## src/rtl/arith_pkg.sv

```systemverilog
// Shared arithmetic-datapath definitions: FSM state encoding and operand-width helpers
// used by the sequential multiplier and divider.
package arith_pkg;

  typedef enum logic [1:0] {StIdle, StRun, StDone} state_e;

  localparam int unsigned NDefault = 6;
  localparam int unsigned NDbl     = 2 * NDefault;
  localparam int unsigned NExt     = NDefault + 1;

  function automatic int unsigned dbl_w(input int unsigned n);
    return 2 * n;
  endfunction

  function automatic int unsigned ext_w(input int unsigned n);
    return n + 1;
  endfunction

endpackage

```

## src/rtl/div_step.sv

```systemverilog
// One combinational restoring-division iteration: shift {R,Q} left, trial-subtract D,
// keep the difference and set the quotient bit when it does not go negative.
module div_step
  import arith_pkg::*;
#(
  parameter int unsigned N = NDefault
) (
  input  logic [N:0]   i_r,
  input  logic [N-1:0] i_q,
  input  logic [N-1:0] i_d,
  output logic [N:0]   o_r,
  output logic [N-1:0] o_q
);

  logic [N+1:0] w_shift;
  logic [N+1:0] w_diff;
  logic [N-1:0] w_q_sh;

  // One spare bit on top makes the sign of the trial difference unambiguous.
  assign w_shift = {i_r, i_q[N-1]};
  assign w_diff  = w_shift - {2'b00, i_d};
  assign w_q_sh  = {i_q[N-2:0], 1'b0};

  always_comb begin
    o_r = w_shift[N:0];
    o_q = w_q_sh;
    if (!w_diff[N+1]) begin
      o_r = w_diff[N:0];
      o_q = w_q_sh | N'(1);
    end
  end

endmodule

```

## src/rtl/unsigned_seq_div_restoring.sv

```systemverilog
// Unsigned sequential restoring divider: 2N-bit dividend / N-bit divisor, one quotient
// bit per clock, with overflow and divide-by-zero short-circuits.
module unsigned_seq_div_restoring
  import arith_pkg::*;
#(
  parameter int unsigned N = NDefault
) (
  input  logic                clk,
  input  logic                rst,
  input  logic                load,
  input  logic [dbl_w(N)-1:0] dividend,
  input  logic [N-1:0]        divisor,
  output logic [N-1:0]        quotient,
  output logic [N-1:0]        remainder,
  output logic                busy,
  output logic                done,
  output logic                ovf,
  output logic                dbz
);

  localparam int unsigned WDbl = dbl_w(N);
  localparam int unsigned WExt = ext_w(N);
  localparam int unsigned CW   = $clog2(N + 1);

  state_e          r_state;
  logic [WExt-1:0] r_r;
  logic [N-1:0]    r_q;
  logic [N-1:0]    r_d;
  logic [CW-1:0]   r_cnt;
  logic [N-1:0]    r_quot;
  logic [N-1:0]    r_rem;
  logic            r_busy;
  logic            r_done;
  logic            r_ovf;
  logic            r_dbz;

  logic [WExt-1:0] w_r_nxt;
  logic [N-1:0]    w_q_nxt;

  div_step #(
    .N (N)
  ) u_step (
    .i_r (r_r),
    .i_q (r_q),
    .i_d (r_d),
    .o_r (w_r_nxt),
    .o_q (w_q_nxt)
  );

  always_ff @(posedge clk or negedge rst) begin
    if (!rst) begin
      r_state <= StIdle;
      r_r     <= '0;
      r_q     <= '0;
      r_d     <= '0;
      r_cnt   <= '0;
      r_quot  <= '0;
      r_rem   <= '0;
      r_busy  <= 1'b0;
      r_done  <= 1'b0;
      r_ovf   <= 1'b0;
      r_dbz   <= 1'b0;
    end else if (load) begin
      r_r    <= {1'b0, dividend[WDbl-1:N]};
      r_q    <= dividend[N-1:0];
      r_d    <= divisor;
      r_cnt  <= '0;
      r_done <= 1'b0;
      r_ovf  <= 1'b0;
      r_dbz  <= 1'b0;
      if ((divisor == '0) || (dividend[WDbl-1:N] >= divisor)) begin
        r_state <= StDone;
        r_busy  <= 1'b0;
      end else begin
        r_state <= StRun;
        r_busy  <= 1'b1;
      end
    end else begin
      case (r_state)
        StRun: begin
          r_r   <= w_r_nxt;
          r_q   <= w_q_nxt;
          r_cnt <= r_cnt + CW'(1);
          if (r_cnt == CW'(N - 1)) begin
            r_state <= StDone;
            r_quot  <= w_q_nxt;
            r_rem   <= w_r_nxt[N-1:0];
            r_done  <= 1'b1;
            r_busy  <= 1'b0;
          end
        end
        StDone: begin
          // DONE with done still low means an error short-circuit awaiting commit.
          if (!r_done) begin
            r_done <= 1'b1;
            r_quot <= '1;
            r_rem  <= r_q;
            r_dbz  <= (r_d == '0);
            r_ovf  <= (r_d != '0);
          end
        end
        default: ;
      endcase
    end
  end

  assign quotient  = r_quot;
  assign remainder = r_rem;
  assign busy      = r_busy;
  assign done      = r_done;
  assign ovf       = r_ovf;
  assign dbz       = r_dbz;

endmodule

```

## config.mk

```make
export PLATFORM = sky130hd
export DESIGN_NAME = unsigned_seq_div_restoring
export DESIGN_NICKNAME = d
export VERILOG_FILES = /design/src/rtl/arith_pkg.sv /design/src/rtl/div_step.sv /design/src/rtl/unsigned_seq_div_restoring.sv
export SDC_FILE = /design/constraint.sdc
export NUM_CORES = 1
export LEC_CHECK = 0
export ABC_AREA = 1
export CAP_MARGIN = 20
export CORE_MARGIN = 1.5
export CORE_UTILIZATION = 45
export CTS_CLUSTER_DIAMETER = 120
export CTS_CLUSTER_SIZE = 40
export DETAILED_ROUTE_END_ITERATION = 16
export PLACE_DENSITY = 0.73
export SYNTH_ARGS = -nofsm -noshare
export SYNTH_HDL_FRONTEND = slang
export SYNTH_SLANG_ARGS = --single-unit
```

## constraint.sdc

```tcl
create_clock -name clk -period 2.2 [get_ports clk]
set_input_delay 0.22 -clock clk [delete_from_list [all_inputs] [get_ports clk]]
set_output_delay 0.22 -clock clk [all_outputs]
set_load 0.03 [all_outputs]
```

==> out/metrics.yaml <==
synth:
  synth_flop_cell: "dfrtp_1"
  synth_top_area_share_pct: 40.5
  netlist_instances: 291
  avgSynthCellArea_sq_um: 8.29
  yosys-top-cells-count: "nand2_1 (60), inv_1 (45), dfrtp_1 (39)"
  netlist_area_sq_mm: 0.00241
  synth_nets: 329
  yosysTopAreaCell: "dfrtp_1"
  yosys-top-cells-area: "dfrtp_1 (40%), nand2_1 (9.3%), ha_1 (8.3%), inv_1 (7.0%), nand3_1 (6.2%)"
  ys.warnings.count: 0
  synth-edff-count: 0
  ys_types: 37
  synth-async-reset-ratio_pct: 100
  synth_most_common_cell: "nand2_1"
  synth_seq_cells: 39
  synth_seq_area_share_pct: 40.5
detailed_routing:
  wirelength_mm: 5.52
  vias: 2141
  routed_via_density: 5.33
  drc_errors: 0
  first_iter_violations: 111
  antenna_left: 0
  wl_per_cell_um: 13.7
  dr.pass1.iters: 4
timing:
  worst_pin_slew_ns: 0.867
  setup_viol: 0
  fmax_mhz: 528
  setup_slack_ns: 0.305
  drv_slew: 0
  period_needed_ns: 1.90
  rsz0062_at_grt: "no"
  worst_slew_margin_rel_pct: 42.2
  worst_clock_skew_ns: 0.0139
  setup_tns_ns: 0
  finalHoldViolCount: 0
  fin_crit_sh_pct: 86.1
global_routing:
  gr-usage-met3_pct: 4.31
  grt_max_degree: 40
  grt_pass1_vias: 2024
  grt-busiest-layer: "met2"
  track_usage_pct: 20.6
  grt_pass1_wl_mm: 9.60
  gr-usage-met2_pct: 32.7
  gr-usage-met1_pct: 28.5
  antenna_found_initial: 0
  grt_overflow_total: 0
clock_tree:
  cts_max_path_buffers: 2
  htreeDepth: 2
  tritoncts: "built"
  post_cts_resized: 0
  clk_latency_ns: 0.30
  tritoncts.num_buffers: 5
  hold_buffers: 0
  post_cts_buffers: 0
  clk_pin_slew_ns: 0.08
  root_buffer: "clkbuf_8"
  cts.sinks: 39
placed_design:
  dp_worst_setup_slack_ns: 0.327
  post-dp-hpwl_mm: 4.31
  gp_congestion: 0.902
  io_buffers: 36
pwr:
  p_per_area_mw_per_mm2: 1160
  p_leak_uw: 0.00145
  vdd_ir_drop_max_v: 0.000505
run_status:
  status: "finished, final reports clean"
hold_path:
  hp-class: "primary input to async pin"
job:
  cap_violations: 0
worst_setup_path:
  cp-end-kind: "register"
  r2r-end: "remainder[4]"
  cp.required_ns: 2.41
  rrSetupSlack_ns: 0.30
  cp.arrival_ns: 2.11
  start_kind: "register"
  r2r-start: "r_r[1]"
  crit_type: "register to register"
  r2r_cells: 10
  worstPathMaxFanout: 7
floorplan:
  rows: 26
  ios: 37
  core_area_sq_mm: 0.00514
  start_util_pct: 46.9
  die_h_um: 76.2
  die_area_sq_mm: 0.00581
  die-width_um: 76.2
layout:
  antenna_cells: 0
  finish.net_count: 369
  post-route-util_pct: 58.1
  drive_gt1_share_pct: 11.4
  synthToLayoutAreaGrowth_pct: 23.8
  fillers: 487
==> through the flow <==
step	hold slack (ns)	instances	total power (uW)	cell area, sq um
global route	0.121	402	3700	2990
CTS	0.0620	402	3470	2990
detailed placement	0.392	394	2770	2850
floorplan	-0.0756	291	2240	2410
global placement	0.384	394	2720	2850
finish	0.0387	402	3450	2990
==> power breakdown <==
part           total [uW]  internal, uW  switching (uW)  leakage (uW)
logic                1690           672            1020      0.000923
clock network         704           453             251     0.0000654
registers            1060           910             150      0.000466
==> state kept, by name, indices dropped and copies added, names as in the netlist <==
| signal | count |
|---|---|
| ovf | 1 |
| quotient | 6 |
| r_d | 6 |
| done | 1 |
| remainder | 6 |
| r_state | 2 |
| r_q | 6 |
| r_cnt | 3 |
| dbz | 1 |
| r_r | 7 |
==> critical path: stages (launching register included) <==
cell and delay [ns]:
dfrtp_1 0.42, ha_1 0.38, nand2_1 0.10, nand2_1 0.06, inv_1 0.05, nand2_1 0.08, nand2_2 0.14, nand3_4 0.15
nand3_1 0.18, nand3_2 0.11, a21oi_2 0.13
==> metal layers <==
layer,share of wire (%),vias to the layer above
met5,0,-
met4,1.5,0
met3,5.4,11
met2,48,67
met1,45,1022
li1,-,1041
==> how the worst max path moves through the flow <==
stage | from | endpoint | cells past startpoint
2_1_floorplan | r_state[0] | quotient[1] | 10
3_3_place_gp | r_r[4] | remainder[2] | 9
3_5_place_dp | divisor[5] | r_state[1] | 9
4_1_cts | r_r[1] | remainder[4] | 12
5_1_grt | r_r[1] | remainder[3] | 12
6_report | r_r[1] | remainder[4] | 10
==> logic make-up after synthesis <==
logic type,after synthesis,synth area share (%)
compound gates,52,14.3
xor+xnor,2,0.726
fa+ha+maj,17,9.13
buf+inv,55,8.82
flops,39,40.5
simple gates,126,26.6
==> layout by cell type (no fill, tap or decap), drive strengths merged <==
| cell type | Yosys | layout |
|---|---|---|
| xnor2 | 1 | 1 |
| nor2 | 12 | 12 |
| o22ai | 4 | 4 |
| a21oi | 20 | 20 |
| buf | 4 | 5 |
| clkbuf | 3 | 6 |
| or2 | 2 | 2 |
| dfrtp | 39 | 39 |
| o22a | 5 | 5 |
| clkdlybuf4s50 | 0 | 35 |
| nor4 | 2 | 2 |
| a22oi | 7 | 7 |
| inv | 48 | 48 |
| nand2 | 69 | 69 |
| a31oi | 1 | 1 |
| fa | 1 | 1 |
| o21bai | 1 | 1 |
| nand3b | 1 | 1 |
| bufinv | 0 | 2 |
| nand4 | 5 | 5 |
| xor2 | 1 | 1 |
| ha | 16 | 16 |
| nor3 | 1 | 1 |
| o211ai | 1 | 1 |
| o21ai | 13 | 13 |
| nand3 | 34 | 34 |
==> layout make-up <==
class | instances | area [sq um] | share of cell area [%]
multi-input cells | 197 | 1220 | 41.0
flip-flops and latches | 39 | 976 | 32.7
repair buffers | 40 | 385 | 12.9
inverters | 48 | 180 | 6.04
well taps | 70 | 87.6 | 2.93
clock buffers | 6 | 72.6 | 2.43
clock inverters | 2 | 60.1 | 2.01
No activity file was read; power rests on OpenSTA's default activity.
==> RTL edit 1: new RTL, config.mk and constraints unchanged <==
Set the package constant `NDefault` to 7 (it was 6).
--- a/src/rtl/arith_pkg.sv
+++ b/src/rtl/arith_pkg.sv
@@ -4,7 +4,7 @@
 
   typedef enum logic [1:0] {StIdle, StRun, StDone} state_e;
 
-  localparam int unsigned NDefault = 6;
+  localparam int unsigned NDefault = 7;
   localparam int unsigned NDbl     = 2 * NDefault;
   localparam int unsigned NExt     = NDefault + 1;
 
Interface: changed (resized dividend, divisor, quotient and remainder); port bits go from 37 to 42. The function was not compared with the original's and may differ.
==> RTL edit 1 against the original RTL <==
  * Wire length rose by 20%
  * Setup slack lost 0.15 ns
  * First-iteration DRC count up 78%
  * Design area is 10% higher
  * Sequential cell count increased by 5
  * Power fell by 5.8%
  * Area after synthesis is 9.4% higher
  * Critical endpoint is now remainder[1]
  * Combinational power shrank 12%
  * Non-clock buffer count grew 10
==> RTL edit 1: results <==
metrics = {
    "outcome": {
        "status": "completed",
    },
    "placed_design": {
        "place_ws_ns": 0.149,
        "dpl_cell_area_mm2": 0.00315,
        "portBuffers": 41,
        "routabilityCongestion": 0.885,
        "place_hpwl_um": 5220,
    },
    "yosys": {
        "ys.flop_type": "dfrtp_1",
        "synth.area.top_cells": "dfrtp_1 42%, nand2_1 10%, ha_1 8.5%",
        "yosysSeqAreaShare_pct": 41.7,
        "synth.distinct_cells": 31,
        "syn_nets": 379,
        "synthArstFlopShare_pct": 100,
        "synth_edf_count": 0,
        "yosys_warnings": 0,
        "synth_commonest_cells": "71 x nand2_1, 55 x inv_1, 44 x dfrtp_1, 30 x nand3_1, 27 x a21oi_1",
    },
    "cells_and_area": {
        "drive_above_1_share_pct": 7.51,
        "nNetsFinal": 428,
        "largest_register_ffs": 8,
        "n_antenna_cell": 0,
        "n_fill_cell": 533,
    },
    "clock_tree": {
        "max-clock-path-buffers": 2,
        "cts-root-buf": "clkbuf_8",
        "cts_hold_buf": 1,
        "clk_pin_slew_ns": 0.09,
        "post_cts_buffers": 0,
        "htree_num_levels": 2,
    },
    "setup_path": {
        "cp_slowest_cell": "dfrtp_1",
        "r2r-start": "r_q[6]",
        "cp_max_fo": 3,
        "critPathArrivalTime_ns": 2.28,
        "regToRegEndpoint": "remainder[1]",
        "critPathMaxStageDelay_ns": 0.39,
        "ff2ff_path_depth": 13,
        "path_delay_family": "simple AND/OR/NAND/NOR gates",
    },
    "grt": {
        "grt_usage_pct": 22.8,
        "grt_max_degree": 25,
        "grt_pass1_wl_um": 11000,
        "grt_antenna_before_repair": 0,
    },
    "pwr": {
        "seqPwrFrac_pct": 34.8,
        "power.leakage_nw": 1.61,
        "peakVddDrop_mv": 0.487,
        "p_clk_w": 0.000635,
        "switching_power_w": 0.00133,
    },
    "timing": {
        "worst_slack_ns": 0.158,
        "tightest_slew_ns": 0.494,
        "holdWs_ns": 0.425,
        "fin_skew_ns": 0.00510,
    },
    "detailed_routing": {
        "vias": 2423,
        "first_pass_iters": 4,
        "drt_iter0_markers": 198,
        "post_drt_wl_per_cell_um": 14.4,
    },
    "job": {
        "drv_cap": 0,
    },
}
==> RTL edit 1: cell count changes after synthesis, sizes merged, moves of 6 or more <==
cell / before / now
o21ai: 13 / 22
o221ai: 0 / 6
a21oi: 20 / 29
inv: 48 / 56
nor2: 12 / 26
==> RTL edit 1: worst max path at each step <==
stage	start	to
after floorplan	r_q[6]	remainder[6]
after global placement	r_q[6]	remainder[1]
after detailed placement	r_q[6]	remainder[1]
after CTS	r_q[6]	remainder[1]
after global routing	r_q[6]	remainder[2]
final	r_q[6]	remainder[1]
==> RTL edit 1: logic make-up (layout without fill, tap and decap cells) <==
logic type / Yosys count / in the layout / synth area share [%]
buffers and inverters: 65 / 115 / 9.63
and+or+nand+nor: 139 / 139 / 23.6
AOI/OAI and AO/OA: 66 / 66 / 14.7
xor gates and xnor gates: 3 / 3 / 0.996
adders and majority gates: 19 / 19 / 9.29
DFF: 44 / 44 / 41.7
==> RTL edit 1: final cells by class <==
type                       instances  area, um2  share of cell area (%)
multi-input combinational        227       1290                    39.3
sequential                        44       1100                    33.5
timing repair buffer              50        475                    14.5
inverter                          57        214                    6.51
tap                               72       90.1                    2.74
clock buffer                       5       68.8                    2.09
clock inverter                     3       46.3                    1.41
==> RTL edit 1: routing by layer <==
| layer | up-vias | global-route usage [%] | part of all wire [%] |
|---|---|---|---|
| li1 | 1198 | - | - |
| met1 | 1145 | 30.9 | 46 |
| met2 | 67 | 36.9 | 47 |
| met3 | 13 | 3.54 | 4.5 |
| met4 | 0 | 7.89 | 2.3 |
| met5 | - | 0 | 0 |
==> RTL edit 1: through the flow <==
step           util (%)  total power (W)  cells
2_1_floorplan         -          0.00207    336
3_3_place_gp       56.6          0.00259    449
3_5_place_dp       56.6          0.00262    449
4_1_cts            58.8          0.00326    458
5_1_grt            58.9          0.00347    458
6_report           58.9          0.00325    458
==> RTL edit 2: new RTL, config.mk and constraints unchanged <==
Made on the original files. Put one more register stage on the output `ovf`. The value now appears one clock later. The other outputs are not delayed to match.
--- a/src/rtl/unsigned_seq_div_restoring.sv
+++ b/src/rtl/unsigned_seq_div_restoring.sv
@@ -108,7 +108,9 @@
   assign remainder = r_rem;
   assign busy      = r_busy;
   assign done      = r_done;
-  assign ovf       = r_ovf;
+  always_ff @(posedge clk) begin
+    ovf <= r_ovf;
+  end
   assign dbz       = r_dbz;
 
 endmodule
Formal check against the unedited RTL: not equivalent (a bounded check fails within 4 cycles, from zero or initial values and one cycle with rst low).
==> RTL edit 2 against the original RTL <==
  * Design area up 0.54%
  * Sequential share of layout area up 0.49 points
  * Sequential cell count up 1
  * Power down 1.5%
  * Combinational power about the same
  * Setup slack better by 0.060 ns
  * Wire length down 0.27%
  * Area after synthesis up 0.83%
  * Highest routed layer unchanged
==> RTL edit 2: results <==
metrics = {
    "detailed_routing": {
        "drtAntennaViolNets": 0,
        "dr_wl_met3_um": 342,
        "wl_met1_um": 2530,
        "wl_met2_um": 2600,
        "vias": 2094,
        "drt_iter0_markers": 113,
        "first_pass_iters": 4,
        "post_drt_wl_per_cell_um": 13.6,
        "drt_wl_total_um": 5510,
    },
    "grt": {
        "grt_pass1_wl_um": 9470,
        "grt.overflow.total": 0,
        "grt_max_degree": 40,
        "grt_usage_pct": 20.1,
        "grt_antenna_before_repair": 0,
        "gr-usage-met2_pct": 34.9,
        "use_met3_pct": 4.43,
        "grt_util_met1_pct": 25.9,
    },
    "timing": {
        "tightest_slew_ns": 0.870,
        "fin_skew_ns": 0.00863,
        "worst_slack_ns": 0.365,
    },
    "pwr": {
        "power.leakage_nw": 1.46,
        "peakVddDrop_mv": 0.476,
    },
    "placed_design": {
        "routabilityCongestion": 0.869,
        "place_ws_ns": 0.329,
        "place_inst": 396,
        "portBuffers": 36,
        "dpl_cell_area_mm2": 0.00288,
        "place_hpwl_um": 4190,
    },
    "clock_tree": {
        "cts-root-buf": "clkbuf_8",
        "worstSkewPairLatency_ns": 0.30,
        "clk_pin_slew_ns": 0.08,
        "htree_num_levels": 2,
        "max-clock-path-buffers": 2,
        "post_cts_resized": 0,
        "post_cts_buffers": 0,
    },
    "yosys": {
        "syn_nets": 330,
        "yosysSeqAreaShare_pct": 40.9,
        "synth_compound_area_share_pct": 14.2,
        "synth_xor_area_share_pct": 0.720,
        "muxShareOfSynthArea_pct": 0,
        "yosys.area_share.adder_pct": 9.05,
        "synth.distinct_cells": 38,
        "synthArstFlopShare_pct": 97.5,
        "synthCells": 292,
        "synth.area.top_cells": "dfrtp_1 40%, nand2_1 9.3%, ha_1 8.2%",
        "yosys_warnings": 0,
        "synth_commonest_cells": "60 x nand2_1, 45 x inv_1, 39 x dfrtp_1, 30 x nand3_1, 16 x ha_1",
    },
    "cells_and_area": {
        "largest_register_ffs": 7,
        "drive_above_1_share_pct": 12.0,
        "nNetsFinal": 371,
        "regMostFlops": "r_r",
    },
    "setup_path": {
        "critPathMaxStageDelay_ns": 0.38,
        "critPathArrivalTime_ns": 2.02,
        "cp_max_fo": 10,
        "ff2ff_path_depth": 9,
        "crit_end": "quotient[5]",
        "worstSetupStartpoint": "r_state[0]",
    },
    "min_path": {
        "hp-class": "in2async",
    },
    "outcome": {
        "status": "completed",
    },
}
## RTL edit 2: report_power, final
group,total (W),switching (W),internal (W)
registers,0.00107,0.000140,0.000931
logic,0.00169,0.00102,0.000677
clock network,0.000637,0.000266,0.000371
## RTL edit 2: worst max-delay path: cells and delay by family (launching register included)
kind | cells | cell delay (ns)
fa+ha+maj | 1 | 0.33
flops | 1 | 0.38
buf+inv | 4 | 0.46
compound gates | 3 | 0.43
simple gates | 1 | 0.12
## RTL edit 2: worst min-delay path by stage
stage	from	to	slack, ns	depth (start not counted)
floorplan	rst	dbz	-0.08	0
global placement	r_ovf	ovf	0.36	0
detailed placement	r_ovf	ovf	0.36	0
CTS	rst	remainder[1]	0.07	1
global route	rst	remainder[1]	0.1	1
finish	rst	remainder[2]	0.03	1
## RTL edit 2: final cells by class
cell class	instances	area, um2
clock buffer	6	82.6
clock inverter	2	38.8
fill	460	2170
inverter	48	180
multi-input combinational	197	1220
sequential	40	996
tap	70	87.6
timing repair buffer	41	393
